--- config.mk ---
export PLATFORM = sky130hd
export DESIGN_NAME = key_debounce_multi
export DESIGN_NICKNAME = d
export VERILOG_FILES = /design/src/rtl/key_debounce_multi.sv
export SDC_FILE = /design/constraint.sdc
export NUM_CORES = 1
export LEC_CHECK = 0
export ABC_AREA = 0
export ABC_CLOCK_PERIOD_IN_PS = 3280
export CAP_MARGIN = 20
export CORE_MARGIN = 5
export CORE_UTILIZATION = 57
export CTS_CLUSTER_SIZE = 14
export DETAILED_ROUTE_END_ITERATION = 7
export HOLD_SLACK_MARGIN = 0.12
export PLACE_DENSITY = 0.74
export SLEW_MARGIN = 40
export SYNTH_ARGS = -nofsm -noshare
export SYNTH_HDL_FRONTEND = slang
export SYNTH_SLANG_ARGS = --single-unit
--- constraint.sdc ---
create_clock -name CLK -period 3.28 [get_ports CLK]
set_input_delay 0.492 -clock CLK [delete_from_list [all_inputs] [get_ports CLK]]
set_output_delay 0.492 -clock CLK [all_outputs]
set_load 0.05 [all_outputs]
--- src/rtl/key_debounce_multi.sv ---
`default_nettype none
// +--------------------------------------------------------------------------+
// | Module  : key_debounce_multi                                             |
// | Brief   : N-channel key synchroniser, debouncer and press/release/long   |
// |           press strobe generator with a power-up settle window.          |
// | Revision: 1.0                                                            |
// +--------------------------------------------------------------------------+
module key_debounce_multi #(
  parameter int   N_CH       = 4,
  parameter logic IDLE_LVL   = 1'b1,
  parameter int   T_SETTLE   = 4999,
  parameter int   T_DEBOUNCE = 499999,
  parameter int   T_LONG     = 49999999
) (
  input  logic            CLK,
  input  logic            RST_n,
  input  logic [N_CH-1:0] Pin_In,
  output logic            Ready,
  output logic [N_CH-1:0] Key_State,
  output logic [N_CH-1:0] H2L_Sig,
  output logic [N_CH-1:0] L2H_Sig,
  output logic [N_CH-1:0] Long_Sig
);

  localparam int c_SET_W  = (T_SETTLE   > 0) ? $clog2(T_SETTLE + 1)   : 1;
  localparam int c_DB_W   = (T_DEBOUNCE > 0) ? $clog2(T_DEBOUNCE + 1) : 1;
  localparam int c_LONG_W = (T_LONG     > 0) ? $clog2(T_LONG + 1)     : 1;

  localparam logic [c_SET_W-1:0]  c_SET_MAX  = c_SET_W'(T_SETTLE);
  localparam logic [c_DB_W-1:0]   c_DB_MAX   = c_DB_W'(T_DEBOUNCE);
  localparam logic [c_LONG_W-1:0] c_LONG_MAX = c_LONG_W'(T_LONG);
  localparam logic [N_CH-1:0]     c_IDLE_VEC = {N_CH{IDLE_LVL}};

  logic [N_CH-1:0]    r_sync1;
  logic [N_CH-1:0]    r_sync2;
  logic [c_SET_W-1:0] r_settle_cnt;

  always_ff @(posedge CLK or negedge RST_n) begin
    if (!RST_n) begin
      r_sync1      <= c_IDLE_VEC;
      r_sync2      <= c_IDLE_VEC;
      r_settle_cnt <= '0;
      Ready        <= 1'b0;
    end else begin
      r_sync1 <= Pin_In;
      r_sync2 <= r_sync1;
      if (!Ready) begin
        if (r_settle_cnt == c_SET_MAX) begin
          Ready <= 1'b1;
        end else begin
          r_settle_cnt <= r_settle_cnt + c_SET_W'(1);
        end
      end
    end
  end

  for (genvar i = 0; i < N_CH; i++) begin : g_ch
    logic              r_key;
    logic              r_h2l;
    logic              r_l2h;
    logic [c_DB_W-1:0] r_db_cnt;
    logic              w_mismatch;
    logic              w_accept;

    assign w_mismatch = (r_sync2[i] != r_key);
    assign w_accept   = Ready && w_mismatch && (r_db_cnt == c_DB_MAX);

    // During settle the debounced level silently tracks the pin so no edge is reported on exit.
    always_ff @(posedge CLK or negedge RST_n) begin
      if (!RST_n) begin
        r_key    <= IDLE_LVL;
        r_db_cnt <= '0;
        r_h2l    <= 1'b0;
        r_l2h    <= 1'b0;
      end else if (!Ready) begin
        r_key    <= r_sync2[i];
        r_db_cnt <= '0;
        r_h2l    <= 1'b0;
        r_l2h    <= 1'b0;
      end else begin
        r_h2l <= w_accept & ~r_sync2[i];
        r_l2h <= w_accept &  r_sync2[i];
        if (!w_mismatch) begin
          r_db_cnt <= '0;
        end else if (w_accept) begin
          r_key    <= r_sync2[i];
          r_db_cnt <= '0;
        end else begin
          r_db_cnt <= r_db_cnt + c_DB_W'(1);
        end
      end
    end

    assign Key_State[i] = r_key;
    assign H2L_Sig[i]   = r_h2l;
    assign L2H_Sig[i]   = r_l2h;

    if (T_LONG > 0) begin : g_long
      logic [c_LONG_W-1:0] r_long_cnt;
      logic                r_long;

      // An accept on the same edge clears the count, so a release landing on the terminal count wins.
      always_ff @(posedge CLK or negedge RST_n) begin
        if (!RST_n) begin
          r_long_cnt <= '0;
          r_long     <= 1'b0;
        end else if (!Ready || w_accept || (r_key == IDLE_LVL)) begin
          r_long_cnt <= '0;
          r_long     <= 1'b0;
        end else if (r_long_cnt != c_LONG_MAX) begin
          r_long_cnt <= r_long_cnt + c_LONG_W'(1);
          r_long     <= ((r_long_cnt + c_LONG_W'(1)) == c_LONG_MAX);
        end else begin
          r_long     <= 1'b0;
        end
      end

      assign Long_Sig[i] = r_long;
    end else begin : g_no_long
      assign Long_Sig[i] = 1'b0;
    end
  end

endmodule
`default_nettype wire
==> results of run 1 <==
==> layer usage <==
layer | vias up | global-route usage, % | wire length (um)
li1 | 4097 | - | -
met2 | 142 | 31.5 | 9740
met4 | 0 | 5.49 | 414
met3 | 37 | 3.19 | 909
met1 | 3990 | 29.2 | 10300
met5 | - | 0 | 0
==> stage by stage <==
| stage | hold WS (ns) | setup slack (ns) | power, mW |
|---|---|---|---|
| floorplan | 0.196 | 1.04 | 2.78 |
| global placement | 0.346 | 0.776 | 2.85 |
| detailed placement | 0.347 | 0.617 | 2.85 |
| CTS | 0.356 | 0.598 | 5.79 |
| global route | 0.357 | 0.286 | 5.93 |
| finish | 0.354 | 0.601 | 5.72 |
==> cells in the mapped netlist, drive strengths merged (4+ instances only) <==
| library cell | instances |
|---|---|
| or4 | 9 |
| nand3b | 5 |
| nor2b | 13 |
| ha | 13 |
| nor4b | 11 |
| xnor2 | 79 |
| o21ai | 16 |
| nand3 | 63 |
| nand2 | 100 |
| or2 | 4 |
| inv | 26 |
| a31oi | 8 |
| xor2 | 90 |
| nor2 | 192 |
| nor3 | 27 |
| nand2b | 16 |
| a211oi | 7 |
| and4 | 27 |
| a21oi | 34 |
| clkbuf | 31 |
| mux2i | 4 |
| o22ai | 4 |
| and2 | 9 |
| nor4 | 18 |
| nand4 | 50 |
| dfstp | 12 |
| mux2 | 6 |
| and3 | 28 |
| dfrtp | 206 |
| buf | 20 |
| or3 | 14 |
==> flip-flops by register name (all words and copies together) (netlist names) <==
| name | flops |
|---|---|
| Ready | 1 |
| g_ch.g_long.r_long_cnt | 104 |
| r_settle_cnt | 13 |
| g_ch.r_l2h | 4 |
| r_sync2 | 4 |
| g_ch.r_key | 4 |
| r_sync1 | 4 |
| g_ch.g_long.r_long | 4 |
| g_ch.r_db_cnt | 76 |
| g_ch.r_h2l | 4 |
==> area by class of cell <==
type	instances	area [um^2]	area share, %
clock buffer	37	731	5.81
sequential	218	5470	43.5
tap	265	332	2.64
inverter	26	97.6	0.776
clock inverter	9	149	1.18
multi-input combinational	882	5450	43.3
timing repair buffer	36	345	2.75
==> what timing repair did <==
| action | in CTS | in global routing |
|---|---|---|
| endpoints found under the setup margin | 0 | 0 |
| hold buffers | 1 | 0 |
| hold endpoints to repair | 88 | 0 |
| gates resized for setup | 0 | 0 |
==> placed cells by master (no fill, tap or decap), types with 5 or more instances in the layout <==
cell,synthesis,layout
clkbuf_1,31,6
dfrtp_1,206,206
and2_1,9,9
nor3_1,27,27
nand4_1,48,48
clkdlybuf4s50_1,0,21
nand2b_1,16,16
and4_1,27,27
nand3b_1,5,5
clkbuf_8,0,6
a31oi_1,8,8
a21oi_1,34,34
nor4b_1,11,11
nor2_1,192,192
nor4_1,15,15
or3_1,14,14
or4_1,7,7
xor2_1,90,90
and3_1,28,28
ha_1,13,13
a211oi_1,7,7
nor2b_1,13,13
o21ai_0,15,14
nand2_1,100,100
clkbuf_16,0,25
dfstp_2,12,12
nand3_1,62,62
mux2_2,6,6
inv_1,26,26
xnor2_1,79,79
buf_4,16,12
==> report_power, final <==
part / switching (mW) / internal (mW)
sequential: 0.00708 / 2.70
clock: 1.07 / 1.85
combinational: 0.0654 / 0.0195
total: 1.14 / 4.58
==> worst reg2reg max path, cell delays in order (launching register included) <==
cell and delay (ns):
dfrtp_1 0.45, ha_1 0.26, nand4_1 0.25, nor3_1 0.62
a31oi_1 0.21, nor4_1 0.31, nand4_1 0.14, nor4_1 0.31
==> final timing paths <==
path / from / end
worst max-delay path: g_ch[1].g_long.r_long_cnt[0] / g_ch[1].g_long.r_long
worst min-delay path: r_sync1[1] / r_sync2[1]
worst max register to register: g_ch[1].g_long.r_long_cnt[0] / g_ch[1].g_long.r_long
worst min register to register: r_sync1[1] / r_sync2[1]
max in group asynchronous: RST_n / g_ch[1].g_long.r_long_cnt[25]
min in group asynchronous: RST_n / g_ch[3].r_db_cnt[16]
==> cells by family after synthesis <==
| kind of cell | Yosys count | synth area share (%) |
|---|---|---|
| AOI/OAI and AO/OA | 91 | 5.08 |
| xor gates and xnor gates | 169 | 13.1 |
| adders and majority gates | 13 | 1.44 |
| buffers and inverters | 77 | 3.12 |
| DFF | 218 | 48.6 |
| muxes | 10 | 0.956 |
| and+or+nand+nor | 599 | 27.7 |
==> results.toml, run 1 <==
[critical_path]
cp_cell_sequence = "ha_1 -> nand4_1 -> nor3_1 -> a31oi_1 -> nor4_1 -> nand4_1 -> nor4_1"
cp_top_family = "simple AND/OR/NAND/NOR gates"
arrival_ns = 3.07
crit_path_end_kind = "flip-flop"
reg2reg_depth = 7
startpoint_type = "flip-flop"
critPathKind = "reg -> reg"
crit_cells = 7
cp_slowest_stage_delay_ns = 0.62
crit_required_ns = 3.67
crit_buf_inv = 0
crit_slowest_cell = "nor3_1"
path_max_fanout = 7
reg2reg_slack_ns = 0.60

[placement]
place_area_um2 = 11700
placedCellCount = 1426
routabilityCongestion = 0.889
numPortBuffers = 22
dp_hpwl_um = 14300

[timing]
fin_skew_ns = 0.0119
hold_violations = 0
setup_viol = 0
finalCritPeriodShare_pct = 81.7
rsz0062_at_grt = "false"
drv_slew = 0
timing.slew.headroom_pct = 49.6
setup_tns_ns = 0
period_needed_ns = 2.68
fmax_mhz = 373
worst_pin_slew_ns = 0.754

[yosys]
synth_area_leader_cell = "dfrtp_1"
netlist-cell-type-count = 64
synth_area_leaders = "dfrtp_1, xor2_1, nor2_1, xnor2_1, nand2_1"
mappedNetlistArea_um2 = 11300
synth_edf_count = 0
synth-seq-area-share_pct = 48.6
syn_avg_cell_area_um2 = 9.57
synth_nets = 1196
yosysWarnings = 0
synth_flop_cell = "dfrtp_1"
synthCells = 1177
synth_top_area_share_pct = 45.8
synthArstFlopShare_pct = 100
ys_ff_latch = 218

[run_status]
status = "finished, final reports clean"

[clock_tree]
clock_path_buffers = 3
clockRootBuffer = "clkbuf_16"
cts_made_buffers = 25
path_clk_slew_ns = 0.06
cts_tree = "built"
cts_sinks = 218
clk_latency_ns = 0.51
cts-htree-levels = 1
postCtsSetupRepairBufs = 0

[floorplan]
initial_utilization_pct = 57.9
die_w_um = 151
dieHeight_um = 151
pin_count = 23
core_region_area_um2 = 19500
rows = 51
die_area_um2 = 22700

[route]
final_antenna_net_count = 0
wl_um = 21400
viasPerCell = 5.61
wl_per_cell_um = 14.5
drc = 0
drt_iter0_drc = 468
dr.pass1.iters = 6
dr_total_vias = 8266

[pwr]
p_per_area_nw_per_um2 = 455
total_leakage_power_nw = 4.91
ir_drop_mv = 0.392

[min_path]
hold_class = "reg -> reg"
holdPathStages = 0

[final_layout]
final_layout_size_suffix_gt1_share_pct = 7.53
nets = 1208
syn_to_final_growth_pct = 11.7
stdcell_area_um2 = 12600
postLayoutCoreUtil_pct = 64.6
nFillCells = 1540
layout.cells.non_filler = 1473
num_antenna_cells = 0

[global_routing]
grt_overflow = 0
antenna_found_initial = 0
grt_max_degree = 98
grt_util_all_layers_pct = 20.1
grt_pass1_vias = 8131
grt_first_pass_wirelength_um = 38400

[run]
timing.max_cap.violations = 0
No activity file was read; power rests on OpenSTA's default activity.
==> run 2, diff against run 1 <==
ABC_CLOCK_PERIOD_IN_PS = 2600   (was 3280)
clock period = 2.6 ns   (was 3.28 ns; I/O delays follow)
==> results.toml, run 2 (same netlist as run 1, synthesis figures left out) <==
[route]
wl_um = 22100
final_antenna_net_count = 0
dr_total_vias = 8403
drc = 0
wl_per_cell_um = 14.8
dr.pass1.iters = 5
drt_iter0_drc = 483
viasPerCell = 5.64

[critical_path]
crit_path_end_kind = "output pin"
path_max_fanout = 11
arrival_ns = 1.99
crit_required_ns = 2.21
critPathKind = "reg -> out"
crit_buf_inv = 1
cp_top_family = "buffers and inverters"
startpoint_type = "flip-flop"
crit_slowest_cell = "clkdlybuf4s50_1"
cp_slowest_stage_delay_ns = 0.89
cp_cell_sequence = "clkdlybuf4s50_1"

[global_routing]
grt_overflow = 0
grt_max_degree = 65
antenna_found_initial = 0
grt_first_pass_wirelength_um = 38400
grt_util_all_layers_pct = 20.1
grt_pass1_vias = 8063

[pwr]
p_per_area_nw_per_um2 = 565
ir_drop_mv = 0.589
total_leakage_power_nw = 4.98
p_total_mw = 7.18

[run_status]
status = "finished, final reports clean"

[clock_tree]
postCtsSetupRepairBufs = 0
cts_made_buffers = 26
cts_tree = "built"
cts_sinks = 218
clk_latency_ns = 0.52
cts-htree-levels = 1
clock_path_buffers = 3
clockRootBuffer = "clkbuf_16"
path_clk_slew_ns = 0.06

[final_layout]
layout_common_cells = "dfrtp_1, nor2_1, nand2_1, xor2_1, xnor2_1"
max_flop_register = "g_ch.g_long.r_long_cnt"
syn_to_final_growth_pct = 12.8
final_layout_size_suffix_gt1_share_pct = 9.15
largest_reg_flops = 104
nets = 1223
final_common_cell = "dfrtp_1"
num_antenna_cells = 0
reg_top3 = "g_ch.g_long.r_long_cnt (104), g_ch.r_db_cnt (76), r_settle_cnt (13)"
nFillCells = 1587

[timing]
worst_pin_slew_ns = 0.727
setup_viol = 0
period_needed_ns = 2.38
drv_slew = 0
rsz0062_at_grt = "false"
setup_tns_ns = 0
finalCritPeriodShare_pct = 91.4
hold_violations = 0
fmax_mhz = 421
timing.slew.headroom_pct = 51.1
fin_skew_ns = 0.00977

[run]
timing.max_cap.violations = 0

[floorplan]
initial_utilization_pct = 57.9
die_area_um2 = 22700
die_w_um = 151
pin_count = 23
dieHeight_um = 151
core_region_area_um2 = 19500
rows = 51

[min_path]
hold_class = "in -> reg"

[placement]
numPortBuffers = 22
dp_hpwl_um = 15000
routabilityCongestion = 0.880
[run 2: cell types whose count changed in the layout (fill, tap and decap cells not counted), moves of 2 or more]
| cell | delta |
|---|---|
| clkinvlp_4 | +3 |
| clkbuf_16 | +2 |
| buf_4 | +13 |
| bufinv_16 | -2 |
| clkinv_4 | +2 |
| clkinv_2 | +4 |
| clkbuf_1 | -5 |
[run 2: layer usage]
layer,track usage [%],vias to the layer above,wire length (um)
met3,2.71,34,990
met5,0,-,0
li1,-,4117,-
met2,31.9,151,10200
met4,4.71,0,375
met1,29.6,4101,10500
[run 2: report_power, final]
part | leakage [nW] | internal [mW] | switching, mW | total, mW
sequential | 2.99 | 3.41 | 0.00893 | 3.42
combinational | 1.55 | 0.0269 | 0.0833 | 0.110
clock | 0.438 | 2.23 | 1.42 | 3.65
total | 4.98 | 5.67 | 1.51 | 7.18
[run 2: area by class of cell]
type	instances	area (um^2)	share of cell area, %
clock inverters	15	140	1.10
well taps	265	332	2.61
flip-flops and latches	218	5470	43.1
repair buffers	50	463	3.64
clock buffers	33	748	5.89
inverters	26	97.6	0.768
multi-input cells	882	5450	42.9
[run 2: through the flow]
| stage | instance area (um^2) | std cells | setup slack [ns] | hold WS, ns | util (%) |
|---|---|---|---|---|---|
| floorplan | 11300 | 1177 | 0.365 | 0.0944 | - |
| global placement | 11800 | 1440 | 0.314 | 0.346 | 60.6 |
| CTS | 12700 | 1489 | 0.204 | 0.261 | 65.2 |
| finish | 12700 | 1489 | 0.223 | 0.276 | 65.3 |
| global route | 12700 | 1489 | 0.0675 | 0.258 | 65.3 |
| detailed placement | 11800 | 1440 | 0.222 | 0.348 | 60.6 |
[run 2: timing repair]
| item | in CTS | in global routing |
|---|---|---|
| setup endpoints to repair | 0 | 1 |
| hold endpoints to repair | 54 | 0 |
| gates resized for setup | 0 | 1 |
| hold buffers | 1 | 0 |
[run 2: path summary, 6_finish.rpt]
| check | start | endpoint | slack (ns) | depth (start not counted) |
|---|---|---|---|---|
| worst min-delay path | Pin_In[0] | r_sync1[0] | 0.28 | 1 |
| worst max register to register | g_ch[1].g_long.r_long_cnt[0] | g_ch[1].g_long.r_long | 0.24 | 6 |
| worst min register to register | r_sync1[3] | r_sync2[3] | 0.36 | 0 |
| max in group asynchronous | RST_n | r_settle_cnt[2] | 1.45 | 3 |
| worst max-delay path | Ready | Ready | 0.22 | 1 |
| min in group asynchronous | RST_n | g_ch[3].r_db_cnt[15] | 0.40 | 2 |
